**src/rtl/secded_lock_pkg.sv**
```systemverilog
// rtl/secded_lock_pkg.sv - shared types and codeword-layout helpers for the key-locked SEC-DED pipe
package secded_lock_pkg;

    typedef enum logic [1:0] {
        ERR_CLEAN  = 2'b00,
        ERR_CORR   = 2'b01,
        ERR_UNCORR = 2'b10
    } err_e;

    typedef enum logic [1:0] {
        ST_LOCKED,
        ST_LOAD,
        ST_ARMED
    } key_state_e;

    localparam int MAX_POS = 1024;

    function automatic int chk_width(input int dataW);
        return $clog2(dataW + $clog2(dataW) + 1) + 1;
    endfunction

    function automatic bit is_pow2(input int x);
        return (x > 0) && ((x & (x - 1)) == 0);
    endfunction

    // Codeword position of data bit idx: the idx-th non-power-of-two position.
    function automatic int data_pos(input int idx);
        int cnt;
        int pos;
        cnt = 0;
        pos = 0;
        for (int p = 1; p < MAX_POS; p++) begin
            if (!is_pow2(p)) begin
                if (cnt == idx && pos == 0) pos = p;
                cnt++;
            end
        end
        return pos;
    endfunction

endpackage

```
**src/rtl/locked_secded_pipe_if.sv**
```systemverilog
// rtl/locked_secded_pipe_if.sv - input/output word handshake bundle for locked_secded_pipe
interface locked_secded_pipe_if #(
    parameter int DATA_W = 32,
    parameter int CHK_W  = 7
);
    logic              in_valid;
    logic              in_ready;
    logic [DATA_W-1:0] in_data;
    logic [CHK_W-1:0]  in_chk;
    logic              out_valid;
    logic              out_ready;
    logic [DATA_W-1:0] out_data;
    logic [1:0]        out_err;

    modport master (
        output in_valid, in_data, in_chk, out_ready,
        input  in_ready, out_valid, out_data, out_err
    );

    modport slave (
        input  in_valid, in_data, in_chk, out_ready,
        output in_ready, out_valid, out_data, out_err
    );
endinterface

```
**src/rtl/secded_syndrome.sv**
```systemverilog
// rtl/secded_syndrome.sv - combinational extended-Hamming syndrome of data plus received check bits
module secded_syndrome
    import secded_lock_pkg::*;
#(
    parameter int DATA_W = 32,
    parameter int CHK_W  = chk_width(DATA_W)
) (
    input  logic [DATA_W-1:0] data,
    input  logic [CHK_W-1:0]  chk,
    output logic [CHK_W-1:0]  syn
);
    localparam int HW = CHK_W - 1;

    logic [HW-1:0] posTerm [DATA_W];
    logic [HW-1:0] hamm;

    for (genvar gi = 0; gi < DATA_W; gi++) begin : g_pos
        localparam logic [HW-1:0] POS = HW'(data_pos(gi));
        assign posTerm[gi] = data[gi] ? POS : '0;
    end

    always_comb begin
        hamm = '0;
        for (int i = 0; i < DATA_W; i++) hamm = hamm ^ posTerm[i];
    end

    // Overall parity folds in every received check bit, including itself.
    assign syn = {(^data) ^ (^chk), hamm ^ chk[HW-1:0]};
endmodule

```
**src/rtl/locked_secded_pipe.sv**
```systemverilog
// rtl/locked_secded_pipe.sv - two-stage key-locked SEC-DED decoder with serial key load
// Optional: define SECDED_ERR_CNT_EN to build the saturating corr/uncorr counters.
module locked_secded_pipe
    import secded_lock_pkg::*;
#(
    parameter int              DATA_W   = 32,
    parameter int              KEY_W    = 32,
    parameter logic [KEY_W-1:0] LOCK_KEY = '0,
    parameter int              CNT_W    = 16
) (
    input  logic                 clk,
    input  logic                 rst,
    locked_secded_pipe_if.slave  bus,
    input  logic                 key_load,
    input  logic                 key_bit_valid,
    input  logic                 key_bit,
    output logic                 key_armed,
    output logic [CNT_W-1:0]     corr_cnt,
    output logic [CNT_W-1:0]     uncorr_cnt
);
    localparam int CHK_W = chk_width(DATA_W);
    localparam int NPOS  = DATA_W + CHK_W - 1;
    localparam int BC_W  = $clog2(KEY_W + 1);

    key_state_e        state, stateNext;
    logic [KEY_W-1:0]  keyReg;
    logic [BC_W-1:0]   bitCnt;
    logic [KEY_W-1:0]  kEff;
    logic [CHK_W-1:0]  pert;
    logic [CHK_W-1:0]  rawSyn;

    logic              s1Valid, s2Valid;
    logic [CHK_W-1:0]  s1Syn;
    logic [DATA_W-1:0] s1Data, outData, decData, flipMask;
    err_e              errQ, decErr;
    logic              s2Free, inFire;
    logic [CHK_W-2:0]  ps;
    logic              ov;

    always_ff @(posedge clk) begin
        if (rst) state <= ST_LOCKED;
        else     state <= stateNext;
    end

    always_comb begin
        stateNext = state;
        if (state == ST_LOAD && key_bit_valid && int'(bitCnt) == KEY_W - 1)
            stateNext = ST_ARMED;
        if (key_load)
            stateNext = ST_LOAD;
    end

    always_ff @(posedge clk) begin
        if (rst) begin
            keyReg <= '0;
            bitCnt <= '0;
        end else if (key_load) begin
            bitCnt <= '0;
        end else if (state == ST_LOAD && key_bit_valid) begin
            keyReg <= {key_bit, keyReg[KEY_W-1:1]};
            bitCnt <= bitCnt + 1'b1;
        end
    end

    assign key_armed = (state == ST_ARMED);
    assign kEff      = keyReg ^ LOCK_KEY;

    // Key bits fold onto syndrome bits modulo CHK_W.
    always_comb begin
        pert = '0;
        for (int j = 0; j < KEY_W; j++)
            pert[j % CHK_W] = pert[j % CHK_W] ^ kEff[j];
    end

    secded_syndrome #(.DATA_W(DATA_W), .CHK_W(CHK_W)) u_syn (
        .data (bus.in_data),
        .chk  (bus.in_chk),
        .syn  (rawSyn)
    );

    assign s2Free       = !s2Valid || bus.out_ready;
    assign bus.in_ready = (state != ST_LOAD) && (!s1Valid || s2Free);
    assign inFire       = bus.in_valid && bus.in_ready;

    assign ps = s1Syn[CHK_W-2:0];
    assign ov = s1Syn[CHK_W-1];

    for (genvar gi = 0; gi < DATA_W; gi++) begin : g_flip
        localparam int POS = data_pos(gi);
        assign flipMask[gi] = (int'(ps) == POS);
    end

    always_comb begin
        decData = s1Data;
        decErr  = ERR_CLEAN;
        if (!ov) begin
            if (ps != '0) decErr = ERR_UNCORR;
        end else if (int'(ps) > NPOS) begin
            decErr = ERR_UNCORR;
        end else begin
            decErr  = ERR_CORR;
            decData = s1Data ^ flipMask;
        end
    end

    always_ff @(posedge clk) begin
        if (rst) begin
            s1Valid <= 1'b0;
            s1Syn   <= '0;
            s1Data  <= '0;
            s2Valid <= 1'b0;
            outData <= '0;
            errQ    <= ERR_CLEAN;
        end else begin
            if (!s1Valid || s2Free) begin
                s1Valid <= inFire;
                if (inFire) begin
                    s1Syn  <= rawSyn ^ pert;
                    s1Data <= bus.in_data;
                end
            end
            if (s2Free) begin
                s2Valid <= s1Valid;
                if (s1Valid) begin
                    outData <= decData;
                    errQ    <= decErr;
                end
            end
        end
    end

    assign bus.out_valid = s2Valid;
    assign bus.out_data  = outData;
    assign bus.out_err   = errQ;

`ifdef SECDED_ERR_CNT_EN
    logic [CNT_W-1:0] corrQ, uncorrQ;

    always_ff @(posedge clk) begin
        if (rst) begin
            corrQ   <= '0;
            uncorrQ <= '0;
        end else if (s2Valid && bus.out_ready) begin
            if (errQ == ERR_CORR && corrQ != '1)     corrQ   <= corrQ + 1'b1;
            if (errQ == ERR_UNCORR && uncorrQ != '1) uncorrQ <= uncorrQ + 1'b1;
        end
    end

    assign corr_cnt   = corrQ;
    assign uncorr_cnt = uncorrQ;
`else
    assign corr_cnt   = '0;
    assign uncorr_cnt = '0;
`endif
endmodule
```
**src/flat_wrapper.sv**
```systemverilog
// flat-port wrapper written by rule: the top's interface ports become plain ports
module locked_secded_pipe_flat import secded_lock_pkg::*;
#(
    parameter int              DATA_W   = 32,
    parameter int              KEY_W    = 32,
    parameter logic [KEY_W-1:0] LOCK_KEY = '0,
    parameter int              CNT_W    = 16
)
  (clk, rst, key_load, key_bit_valid, key_bit, key_armed, corr_cnt, uncorr_cnt, bus_in_valid, bus_in_data, bus_in_chk, bus_out_ready, bus_in_ready, bus_out_valid, bus_out_data, bus_out_err);
  locked_secded_pipe_if #(.DATA_W(DATA_W)) bus_i ();
  input  logic clk;
  input  logic rst;
  input  logic key_load;
  input  logic key_bit_valid;
  input  logic key_bit;
  output logic key_armed;
  output logic [CNT_W-1:0] corr_cnt;
  output logic [CNT_W-1:0] uncorr_cnt;
  input wire logic [$bits(bus_i.in_valid)-1:0] bus_in_valid;
  input wire logic [$bits(bus_i.in_data)-1:0] bus_in_data;
  input wire logic [$bits(bus_i.in_chk)-1:0] bus_in_chk;
  input wire logic [$bits(bus_i.out_ready)-1:0] bus_out_ready;
  output wire logic [$bits(bus_i.in_ready)-1:0] bus_in_ready;
  output wire logic [$bits(bus_i.out_valid)-1:0] bus_out_valid;
  output wire logic [$bits(bus_i.out_data)-1:0] bus_out_data;
  output wire logic [$bits(bus_i.out_err)-1:0] bus_out_err;
  assign bus_i.in_valid = bus_in_valid;
  assign bus_i.in_data = bus_in_data;
  assign bus_i.in_chk = bus_in_chk;
  assign bus_i.out_ready = bus_out_ready;
  assign bus_in_ready = bus_i.in_ready;
  assign bus_out_valid = bus_i.out_valid;
  assign bus_out_data = bus_i.out_data;
  assign bus_out_err = bus_i.out_err;
  locked_secded_pipe #(.DATA_W(DATA_W), .KEY_W(KEY_W), .LOCK_KEY(LOCK_KEY), .CNT_W(CNT_W)) u_core (.clk(clk), .rst(rst), .bus(bus_i), .key_load(key_load), .key_bit_valid(key_bit_valid), .key_bit(key_bit), .key_armed(key_armed), .corr_cnt(corr_cnt), .uncorr_cnt(uncorr_cnt));
endmodule
```
**config.mk**
```make
export PLATFORM = sky130hd
export DESIGN_NAME = locked_secded_pipe_flat
export DESIGN_NICKNAME = d
export VERILOG_FILES = /design/src/rtl/secded_lock_pkg.sv /design/src/rtl/locked_secded_pipe_if.sv /design/src/rtl/secded_syndrome.sv /design/src/rtl/locked_secded_pipe.sv /design/src/flat_wrapper.sv
export SDC_FILE = /design/constraint.sdc
export NUM_CORES = 1
export LEC_CHECK = 0
export ABC_CLOCK_PERIOD_IN_PS = 4450
export BUFFER_PORTS_ARGS = -buffer_cell sky130_fd_sc_hd__buf_4
export CAP_MARGIN = 10
export CORE_AREA = 2 2 122 94
export DETAILED_ROUTE_END_ITERATION = 6
export DIE_AREA = 0 0 124 96
export PLACE_DENSITY = 0.83
export SKIP_LAST_GASP = 1
export SLEW_MARGIN = 20
export SYNTH_ARGS = -nofsm -noshare
export SYNTH_HDL_FRONTEND = slang
export SYNTH_SLANG_ARGS = --single-unit
```
**constraint.sdc**
```tcl
create_clock -name clk -period 4.45 [get_ports clk]
set_clock_uncertainty 0.2 [all_clocks]
set_input_delay 0.445 -clock clk [delete_from_list [all_inputs] [get_ports clk]]
set_output_delay 0.445 -clock clk [all_outputs]
set_load 0.02 [all_outputs]
```
==> impl_metrics.env <==
export IMPL_status="finished clean"
export IMPL_fmax_mhz=453
export IMPL_syn_to_final_growth_pct=20.5
export IMPL_grt_pass1_vias=4548
export IMPL_worst_slew_pin_slew_ps=1110
export IMPL_std_cell_rows=33
export IMPL_cp_num_buf_inv=0
export IMPL_setup_tns_ps=0
export IMPL_via_count=4942
export IMPL_numCtsBuffers=17
export IMPL_finalHoldViolCount=0
export IMPL_syn_instance_count=696
export IMPL_critPathKind="reg -> reg"
export IMPL_period_needed_ps=2210
export IMPL_path_max_fanout=16
export IMPL_io_pins=115
export IMPL_postCtsSetupRepairBufs=0
export IMPL_min_path_type="in -> reg"
export IMPL_cts_tree="built"
export IMPL_grt_ovfl_total=0
export IMPL_cpPeakStageDelay_ps=500
export IMPL_ant_nets=0
export IMPL_worst_slack_ps=2240
export IMPL_antenna_found_initial=0
export IMPL_layout_common_cells="nand2_1 (149), dfxtp_1 (115), xnor2_1 (86)"
export IMPL_n_antenna_cell=0
export IMPL_post_dp_hpwl_um=10000
export IMPL_cp_required_ps=4580
export IMPL_power_total_mw=3.22
export IMPL_drv_cap=0
export IMPL_fp_coreArea_um2=10700
export IMPL_ys_warn_count=0
export IMPL_dpl_worst_slack_ps=1830
export IMPL_grt_usage=0.254
export IMPL_synth_area_per_cell_um2=8.26
export IMPL_cpLargestDelayFamily="compound AO/OA/AOI/OAI gates"
export IMPL_fillCellCount=855
export IMPL_rsz0062_at_grt="false"
export IMPL_arrival_ps=2340
export IMPL_whs_ps=80.8
export IMPL_io_buffers=82
export IMPL_cts_resized=0
export IMPL_grt_pass1_wl_um=22700
export IMPL_die_x_um=124
export IMPL_die_h_um=96
export IMPL_dp_cells=880
export IMPL_detail_route_vias_per_cell=5.42
export IMPL_synth_area_um2=5750
export IMPL_ys_seq_area_frac=0.401
export IMPL_crit_chain="a311o_1 > a21boi_0 > nand4_1 > xor2_1 > a211oi_1"
export IMPL_cts_root_buf="clkbuf_16"
export IMPL_ys_ff_latch=115
export IMPL_drt_iter0_markers=368
export IMPL_crit_slowest_cell="dfxtp_1"
export IMPL_finalMaxSlewViolations=0
export IMPL_fin_nets=806
export IMPL_layout_commonest_cell="nand2_1"
export IMPL_synth_edff_count=0
export IMPL_die_area_um2=11900
export IMPL_max_slew_margin=0.263
export IMPL_synth_cell_types=37
export IMPL_p_per_area_nw_per_um2=465
export IMPL_worst_setup_path_end_kind="flop"
export IMPL_wl_per_cell_um=16.0
export IMPL_cts_max_path_buffers=2
export IMPL_fin_util=0.645
export IMPL_synth_async_sr_flop_share=0
export IMPL_p_leak_nw=2.59
export IMPL_clk_pin_slew_worst_paths_ps=60
export IMPL_wirelength_um=14600
export IMPL_grt_start_max_net_pins=110
export IMPL_routabilityCongestion=0.859
export IMPL_regToRegSetupSlack_ps=2240
export IMPL_drc=0
export IMPL_initial_core_util=0.535
export IMPL_period_share=0.496
export IMPL_design_area_um2=6930
export IMPL_drive_gt1_frac=0.162
export IMPL_cp_start_kind="flop"
export IMPL_synth_main_ff_cell="dfxtp_1"
export IMPL_postCtsHoldBufs=0
export IMPL_place_area_um2=6290
export IMPL_firstDrtPassIters=5
export IMPL_ctsHtreeMaxLevel=4
export IMPL_cts_sinks=115
export IMPL_setup_viol=0
export IMPL_fin_cells=912
export IMPL_insertion_delay_ps=420
export IMPL_vdd_drop_max_v=0.000266
## path summary, 6_finish.rpt
check / start / end / depth (start not counted)
setup / recovery: u_core.s1Syn[1] / u_core.bus.out_data[29] / 5
hold reg to reg: u_core.s1Data[7] / u_core.s1Data[7] / 2
setup reg to reg: u_core.s1Syn[1] / u_core.bus.out_data[29] / 5
hold / removal: key_bit / u_core.kEff[31] / 3
## power by group
| part | switching, mW | leakage (nW) | internal [mW] |
|---|---|---|---|
| Combinational | 0.343 | 1.35 | 0.274 |
| Sequential | 0.0706 | 0.938 | 1.09 |
| Clock | 0.507 | 0.304 | 0.942 |
## registers in the layout, summed over array words and instances (netlist names)
register / count
u_core.state: 2
u_core.bus.out_data: 32
u_core.s1Syn: 7
u_core.kEff: 32
u_core.bitCnt: 6
u_core.bus.out_valid: 1
u_core.s1Valid: 1
u_core.bus.out_err: 2
u_core.s1Data: 32
## synth_stat cells, drive strengths merged (7+ instances only)
master	n	area [um^2]
clkbuf	36	135
xnor2	87	769
nor3	8	40.0
xor2	32	288
nor2b	7	43.8
a21oi	72	364
or3	9	56.3
xnor3	7	159
buf	36	256
dfxtp	115	2300
nand3	11	55.1
nand2	150	563
o21ai	9	45.0
a311oi	9	78.8
a211oi	27	203
nor2	55	206
## per-layer routing
metal	GRT usage	vias up	routed length (um)
li1	-	2367	-
met1	0.326	2325	6210
met2	0.409	219	6930
met3	0.0788	31	1220
met4	0.0824	0	258
met5	0	-	0
## cell type report
cell class                      instances  area, um^2  share of cell area
Clock buffer                           17         425              0.0614
Clock inverter                         15         206              0.0298
Inverter                                2        7.51             0.00108
Multi-Input combinational cell        538        3170               0.458
Sequential cell                       115        2300               0.332
Tap cell                              140         175              0.0253
Timing Repair Buffer                   85         638              0.0921
## worst min-delay path, stage by stage
cell,delay (ps)
buf_4,110
nand2_1,50
a21oi_1,50
## cell families after synthesis
kind of cell	count (synthesis)	share of synthesized area
compound gates	120	0.124
buf+inv	74	0.0694
fa+ha+maj	1	0.00218
other cells	1	0.000652
mux	2	0.00348
xor+xnor	126	0.212
flops	115	0.401
simple gates	257	0.188
Power figures use the tool's default switching activity.
